### config.mk
export PLATFORM = sky130hd
export DESIGN_NAME = match_scheduler_flat
export DESIGN_NICKNAME = d
export VERILOG_FILES = /design/src/rtl/match_scheduler_if.sv /design/src/rtl/match_scheduler.sv /design/src/flat_wrapper.sv
export SDC_FILE = /design/constraint.sdc
export NUM_CORES = 1
export LEC_CHECK = 0
export CAP_MARGIN = 40
export CORE_MARGIN = 2
export CORE_UTILIZATION = 54
export CTS_BUF_LIST = sky130_fd_sc_hd__clkbuf_8
export DETAILED_ROUTE_END_ITERATION = 16
export PLACE_DENSITY_LB_ADDON = 0.05
export SLEW_MARGIN = 20
export SYNTH_ARGS = -nofsm -noshare
export SYNTH_HDL_FRONTEND = slang
export SYNTH_SLANG_ARGS = --single-unit
### constraint.sdc
create_clock -name clk -period 5.4 [get_ports clk]
set_input_delay 1.08 -clock clk [delete_from_list [all_inputs] [get_ports clk]]
set_output_delay 1.08 -clock clk [all_outputs]
set_load 0.005 [all_outputs]
### src/rtl/match_scheduler_if.sv
`default_nettype none
// ============================================================================
// match_scheduler_if : request/grant/core/counter bundle around match_scheduler
// Revision 1.0 - initial release
// ============================================================================
interface match_scheduler_if #(
  parameter int NUM_REQ = 4
);
  localparam int IDW = (NUM_REQ > 1) ? $clog2(NUM_REQ) : 1;

  logic               start;
  logic               stop;
  logic [NUM_REQ-1:0] req;
  logic [NUM_REQ-1:0] grant;
  logic               core_start;
  logic               core_done;
  logic               core_match;
  logic               halt_signal;
  logic               enable_count;
  logic               busy;
  logic [2:0]         state;
  logic [IDW-1:0]     last_id;
  logic               timeout_err;

  // Environment side: requesters, matching core and trade counter.
  modport master (
    output start, stop, req, core_done, core_match, halt_signal,
    input  grant, core_start, enable_count, busy, state, last_id, timeout_err
  );

  // Scheduler side.
  modport slave (
    input  start, stop, req, core_done, core_match, halt_signal,
    output grant, core_start, enable_count, busy, state, last_id, timeout_err
  );
endinterface
`default_nettype wire

### src/rtl/match_scheduler.sv
`default_nettype none
// ============================================================================
// match_scheduler : round-robin sharing of one matching core between requesters
// Revision 1.0 - initial release
// ============================================================================
module match_scheduler #(
  parameter int NUM_REQ = 4,
  parameter int TIMEOUT = 16
) (
  input  logic              clk,
  input  logic              reset,
  match_scheduler_if.slave  bus
);
  localparam int IDW = (NUM_REQ > 1) ? $clog2(NUM_REQ) : 1;
  localparam int TW  = $clog2(TIMEOUT + 1);
  localparam logic [TW-1:0]  TMAX     = TW'(TIMEOUT - 1);
  localparam logic [IDW-1:0] LAST_RST = IDW'(NUM_REQ - 1);

  typedef enum logic [2:0] {
    S_IDLE   = 3'd0,
    S_ARB    = 3'd1,
    S_WAIT   = 3'd2,
    S_SETTLE = 3'd3,
    S_HALTED = 3'd4
  } state_t;

  state_t             state_q;
  logic [NUM_REQ-1:0] grant_q;
  logic               core_start_q;
  logic               enable_count_q;
  logic               busy_q;
  logic               timeout_err_q;
  logic               stop_pending_q;
  logic [IDW-1:0]     last_id_q;
  logic [IDW-1:0]     gidx_q;
  logic [TW-1:0]      timer_q;

  logic [IDW-1:0]     w_pick;
  logic [IDW-1:0]     w_idx;
  logic               w_any;

  // Walk offsets from farthest to nearest so the nearest set bit after
  // last_id is the one that sticks.
  always_comb begin
    w_pick = last_id_q;
    w_idx  = last_id_q;
    w_any  = |bus.req;
    for (int i = NUM_REQ; i >= 1; i--) begin
      w_idx = IDW'((int'(last_id_q) + i) % NUM_REQ);
      if (bus.req[w_idx]) begin
        w_pick = w_idx;
      end
    end
  end

  always_ff @(posedge clk) begin
    if (reset) begin
      state_q        <= S_IDLE;
      grant_q        <= '0;
      core_start_q   <= 1'b0;
      enable_count_q <= 1'b0;
      busy_q         <= 1'b0;
      timeout_err_q  <= 1'b0;
      stop_pending_q <= 1'b0;
      last_id_q      <= LAST_RST;
      gidx_q         <= '0;
      timer_q        <= '0;
    end else begin
      core_start_q   <= 1'b0;
      enable_count_q <= 1'b0;
      unique case (state_q)
        S_IDLE: begin
          grant_q <= '0;
          if (bus.start && !bus.stop) begin
            state_q <= S_ARB;
            busy_q  <= 1'b1;
          end
        end
        S_ARB: begin
          if (bus.stop) begin
            state_q <= S_IDLE;
            busy_q  <= 1'b0;
          end else if (bus.halt_signal) begin
            state_q <= S_HALTED;
            busy_q  <= 1'b0;
          end else if (w_any) begin
            grant_q      <= NUM_REQ'(1) << w_pick;
            gidx_q       <= w_pick;
            core_start_q <= 1'b1;
            timer_q      <= '0;
            state_q      <= S_WAIT;
          end
        end
        S_WAIT: begin
          timer_q <= timer_q + TW'(1);
          if (bus.stop) begin
            stop_pending_q <= 1'b1;
          end
          // A done arriving on the last allowed cycle still counts as a result.
          if (bus.core_done) begin
            grant_q        <= '0;
            enable_count_q <= bus.core_match;
            last_id_q      <= gidx_q;
            state_q        <= S_SETTLE;
          end else if (timer_q == TMAX) begin
            grant_q       <= '0;
            timeout_err_q <= 1'b1;
            last_id_q     <= gidx_q;
            state_q       <= S_SETTLE;
          end
        end
        S_SETTLE: begin
          stop_pending_q <= 1'b0;
          if (stop_pending_q || bus.stop) begin
            state_q <= S_IDLE;
            busy_q  <= 1'b0;
          end else begin
            state_q <= S_ARB;
          end
        end
        S_HALTED: begin
          grant_q <= '0;
          busy_q  <= 1'b0;
        end
        default: begin
          state_q <= S_IDLE;
          grant_q <= '0;
          busy_q  <= 1'b0;
        end
      endcase
    end
  end

  assign bus.grant        = grant_q;
  assign bus.core_start   = core_start_q;
  assign bus.enable_count = enable_count_q;
  assign bus.busy         = busy_q;
  assign bus.state        = state_q;
  assign bus.last_id      = last_id_q;
  assign bus.timeout_err  = timeout_err_q;

endmodule
`default_nettype wire

### src/flat_wrapper.sv
// flat-port wrapper written by rule: the top's interface ports become plain ports
module match_scheduler_flat 
#(
  parameter int NUM_REQ = 4,
  parameter int TIMEOUT = 16
)
  (clk, reset, bus_start, bus_stop, bus_req, bus_core_done, bus_core_match, bus_halt_signal, bus_grant, bus_core_start, bus_enable_count, bus_busy, bus_state, bus_last_id, bus_timeout_err);
  match_scheduler_if #(.NUM_REQ(NUM_REQ)) bus_i ();
  input  logic clk;
  input  logic reset;
  input wire logic [$bits(bus_i.start)-1:0] bus_start;
  input wire logic [$bits(bus_i.stop)-1:0] bus_stop;
  input wire logic [$bits(bus_i.req)-1:0] bus_req;
  input wire logic [$bits(bus_i.core_done)-1:0] bus_core_done;
  input wire logic [$bits(bus_i.core_match)-1:0] bus_core_match;
  input wire logic [$bits(bus_i.halt_signal)-1:0] bus_halt_signal;
  output wire logic [$bits(bus_i.grant)-1:0] bus_grant;
  output wire logic [$bits(bus_i.core_start)-1:0] bus_core_start;
  output wire logic [$bits(bus_i.enable_count)-1:0] bus_enable_count;
  output wire logic [$bits(bus_i.busy)-1:0] bus_busy;
  output wire logic [$bits(bus_i.state)-1:0] bus_state;
  output wire logic [$bits(bus_i.last_id)-1:0] bus_last_id;
  output wire logic [$bits(bus_i.timeout_err)-1:0] bus_timeout_err;
  assign bus_i.start = bus_start;
  assign bus_i.stop = bus_stop;
  assign bus_i.req = bus_req;
  assign bus_i.core_done = bus_core_done;
  assign bus_i.core_match = bus_core_match;
  assign bus_i.halt_signal = bus_halt_signal;
  assign bus_grant = bus_i.grant;
  assign bus_core_start = bus_i.core_start;
  assign bus_enable_count = bus_i.enable_count;
  assign bus_busy = bus_i.busy;
  assign bus_state = bus_i.state;
  assign bus_last_id = bus_i.last_id;
  assign bus_timeout_err = bus_i.timeout_err;
  match_scheduler #(.NUM_REQ(NUM_REQ), .TIMEOUT(TIMEOUT)) u_core (.clk(clk), .reset(reset), .bus(bus_i));
endmodule
==> impl_summary.txt <==
----------------------------------------------------
[Status]
  Result of the run ... finished clean

[Die]
  Row count ... 15
  Starting utilization of the core area ... a little under three fifths
  Core Footprint ... 1730 um^2
  Overall die area ... 2180 um^2
  I/O pins ... 24
  Die boundary height ... 46.7 um
  Die width ... roughly 47 um

[Min path]
  Hold Path Class ... reg2reg

[STA]
  Clock period minus final worst setup slack ... 2.81 ns
  Unrepaired setup endpoints after global routing ... no
  Upper clock frequency limit ... 0.355 GHz
  Max transition margin ... 53.2%
  Actual slew at the worst max-slew pin ... 0.696 ns
  Setup skew after layout ... 0.000785 ns
  Setup TNS Final ... 0 ns
  Share of the cycle needed by the critical path after routing ... 52.1%
  Min Hold Slack ... 0.465 ns
  Final setup violation count ... 0
  Slew Limit Fails ... 0
  Count of endpoints failing hold in the final timing report ... 0

[Global routing]
  Largest net degree at the start of global routing ... 18
  GRT Resource Usage Total ... 21.4%
  Initial antenna violation count ... 0
  Vias in the first global route ... ~800
  Global-route wire length before repair ... 3380 um
  Global route total overflow ... 0

[CTS]
  Clock transition at the register clock pins on the worst setup and hold paths after CTS ... roughly 0.070 ns
  Number of setup buffers added after CTS ... 0
  Deepest clock path buffer count ... 2
  Number of clock buffers inserted by TritonCTS ... 3
  Root buf cell ... sky130_fd_sc_hd__clkbuf_8
  TritonCTS clock tree ... done
  CTS H-tree lvls ... 1
  Hold bufs inserted after CTS ... 0
  Clock latency reported for the late side of the worst-skew pair ... 0.25 ns
  Post-cts repair resize count ... 0
  Number of sinks driven by the clock tree ... 21

[Power and ir drop]
  Switching part of the total ... 22.8%
  Comb power frac ... 10.3%
  Worst VDD drop ... 0.173 mV
  Psw ... 0.0000660 W
  Share of total power in the clock network ... 34.3%
  Power Internal ... 0.000223 W
  Power Density ... 229 nW/um^2
  Register share of total power ... 55.4%
  Static power due to leakage ... approximately 0.46 nW

[Yosys]
  Cell count after synthesis ... around 110
  Number of synthesized register bits ... 21
  Net count of the mapped netlist ... between 100 and 150
  Main area contributors after synthesis ... sky130_fd_sc_hd__dfxtp_1 43%, sky130_fd_sc_hd__nor2_1 4.6%, sky130_fd_sc_hd__nor3_1 4.1%, sky130_fd_sc_hd__o2bb2ai_1 3.6%, sky130_fd_sc_hd__inv_1 3.4%
  Area share of the largest cell type after synthesis ... 42.6%
  Sequential cell area fraction in the yosys report ... 42.6%
  Async SR Flop Fraction ... 0%
  Ys Warns ... 0
  Mean post-synth cell area ... slightly below 9 um^2
  Number of enable flip-flop cells after synthesis ... 0
  Largest area contributor in the synthesized netlist ... sky130_fd_sc_hd__dfxtp_1
  Number of distinct library cells after synthesis ... 37
  Predominant post-synthesis flop cell ... sky130_fd_sc_hd__dfxtp_1
  Synth Cell Area ... 986 um^2

[Setup path]
  Critical Path Slowest Stage Cell ... sky130_fd_sc_hd__or4b_4
  Type of destination of the critical path ... register
  Critical Path AT ... 3.00 ns
  Termination of the worst setup path ... u_core.bus.grant[1]
  Worst stage delay on the critical path ... around 0.56 ns
  Total stage count of the critical path ... 5
  Element type at the critical path start ... primary input
  Category of the most critical setup path ... in2reg
  Launching element of the worst setup path ... bus_stop
  Cell count of the worst reg-to-reg path ... 4
  Reg-to-reg endpoint ... u_core.bus.grant[1]
  Largest fanout of any net on the critical path ... 6
  Total buffers and inverters traversed by the critical path ... 1
  Start of the worst register-to-register path ... u_core.bus.state[0]
  Sequence of cells on the critical path ... clkdlybuf4s50_1 -> or4b_4 -> or2_1 -> or4_1 -> o2bb2ai_1
  Data required time of the worst path ... roughly 5.6 ns
  Family with the most delay on the worst path ... simple AND/OR/NAND/NOR gates
  Worst R2R Setup Slack ... about 3.4 ns

[Place]
  Weighted congestion reported at the end of routability-driven placement ... 0.862
  Estimated wirelength of the detail-placed design ... 1480 um
  Count of buffers inserted at the top-level ports ... 23

[Route]
  Final wirelength ... 2020 um
  Detailed-routing iteration count for the pre-antenna-repair pass ... 4
  Remaining routing DRC violations ... 0
  Vias per inst ... 5.54
  Count of vias placed by the detailed router ... 881
  Violation count after the first detailed-route iteration ... 12
  WL/cell ... 12.7 um
  Count of nets left with antenna violations after detail routing ... 0

[Flow run]
  Max-cap violations ... 0

[Finish]
  Antenna Cells ... 0
  Synthesis-to-layout area growth ... 27.9%
  Number of nets in the layout ... 148
  Fill cell total of the finished layout ... 154
  Multi-input gate area ... 500 um^2
  Area used by sequential logic in the layout ... 420 um^2
  Layout cell share with drive strength beyond 1 ... 3.73%

----------------------------------------------------
[area by class of cell]
| cell class | instances | area share, % |
|---|---|---|
| Inverter | 9 | 2.68 |
| Sequential cell | 21 | 33.3 |
| Tap cell | 25 | 2.48 |
| Clock buffer | 3 | 3.27 |
| Clock inverter | 1 | 0.298 |
| Timing Repair Buffer | 23 | 18.3 |
| Multi-Input combinational cell | 77 | 39.7 |
[how the worst min path moves through the flow]
| stage | start | cells past startpoint | to |
|---|---|---|---|
| after floorplan | u_core.timer_q[4] | 1 | u_core.timer_q[4] |
| after global placement | u_core.bus.grant[3] | 1 | u_core.bus.grant[3] |
| after detailed placement | u_core.bus.grant[1] | 1 | u_core.bus.grant[1] |
| after CTS | u_core.bus.grant[1] | 1 | u_core.bus.grant[1] |
| after global routing | u_core.bus.grant[3] | 1 | u_core.bus.grant[3] |
| final | u_core.bus.grant[3] | 1 | u_core.bus.grant[3] |
[cell usage after synthesis, types with 2 or more instances]
cell type / count
sky130_fd_sc_hd__dfxtp_1: 21
sky130_fd_sc_hd__nor2_1: 12
sky130_fd_sc_hd__inv_1: 9
sky130_fd_sc_hd__nor3_1: 8
sky130_fd_sc_hd__a21oi_1: 6
sky130_fd_sc_hd__nand2b_1: 5
sky130_fd_sc_hd__clkbuf_1: 4
sky130_fd_sc_hd__o2bb2ai_1: 4
sky130_fd_sc_hd__nand2_1: 3
sky130_fd_sc_hd__nor4_1: 3
sky130_fd_sc_hd__o21ai_0: 3
sky130_fd_sc_hd__a211o_1: 2
sky130_fd_sc_hd__a211oi_1: 2
sky130_fd_sc_hd__a21o_1: 2
sky130_fd_sc_hd__a31oi_1: 2
sky130_fd_sc_hd__ha_1: 2
sky130_fd_sc_hd__nand4_1: 2
sky130_fd_sc_hd__nor2b_1: 2
sky130_fd_sc_hd__nor3b_1: 2
sky130_fd_sc_hd__xor2_1: 2
[sequential cells by signal, indices dropped and copies added, names as in the netlist]
| register | flops |
|---|---|
| u_core.stop_pending_q | 1 |
| u_core.bus.grant | 4 |
| u_core.timer_q | 5 |
| u_core.bus.enable_count | 1 |
| u_core.bus.core_start | 1 |
| u_core.bus.last_id | 2 |
| u_core.bus.state | 3 |
| u_core.bus.busy | 1 |
| u_core.bus.timeout_err | 1 |
| u_core.gidx_q | 2 |
[layer usage]
layer  share of wire (%)  vias to the layer above  GRT usage (%)
li1                    -                      448              -
met1                  48                      416           27.9
met2                  48                       13           34.7
met3                 2.6                        4           3.46
met4                 1.6                        0           10.6
met5                   0                        -              0
[power groups by stage]
stage | Clock [W] | Sequential (W) | Combinational (W)
2_1_floorplan | 0 | 0.000162 | 0.0000163
3_3_place_gp | 0 | 0.000164 | 0.0000290
3_5_place_dp | 0 | 0.000164 | 0.0000296
4_1_cts | 0.000101 | 0.000160 | 0.0000297
5_1_grt | 0.000108 | 0.000161 | 0.0000328
6_report | 0.0000992 | 0.000160 | 0.0000298
[layout by cell type, fill, tap and decap left out, types with 3 or more instances in the layout]
cell type,count
sky130_fd_sc_hd__nor4_1,3
sky130_fd_sc_hd__dfxtp_1,21
sky130_fd_sc_hd__clkdlybuf4s50_1,23
sky130_fd_sc_hd__nor3_1,8
sky130_fd_sc_hd__nand2_1,3
sky130_fd_sc_hd__a21oi_1,6
sky130_fd_sc_hd__o21ai_0,3
sky130_fd_sc_hd__nor2_1,12
sky130_fd_sc_hd__o2bb2ai_1,4
sky130_fd_sc_hd__nand2b_1,5
sky130_fd_sc_hd__clkbuf_8,3
sky130_fd_sc_hd__inv_1,10
[stage by stage]
step	instance area (um^2)	setup slack (ns)	instances	power, W	utilization (%)
6_report	1260	2.59	159	0.000289	73.0
5_1_grt	1260	2.48	159	0.000301	73.0
4_1_cts	1260	2.59	159	0.000291	73.0
3_5_place_dp	1220	2.33	155	0.000194	70.4
3_3_place_gp	1220	2.36	155	0.000193	70.4
2_1_floorplan	986	2.91	113	0.000178	-
[logic make-up (layout without fill, tap and decap cells)]
logic type	after synthesis	after routing	synth area share [%]
AND/OR/NAND/NOR	44	44	24.7
AO/OA/AOI/OAI	28	28	20.7
flip-flops	21	21	42.6
buffers and inverters	15	36	6.60
adder cells (fa/ha/maj)	2	2	2.54
XOR/XNOR	2	2	1.78
multiplexers	1	1	1.02
[worst reg2reg max path: cells and delay by family, from the launching register on]
kind	cells	cell delay, ns
and+or+nand+nor	3	1.25
DFF	1	0.53
AOI/OAI and AO/OA	1	0.14
Power figures use the tool's default switching activity.
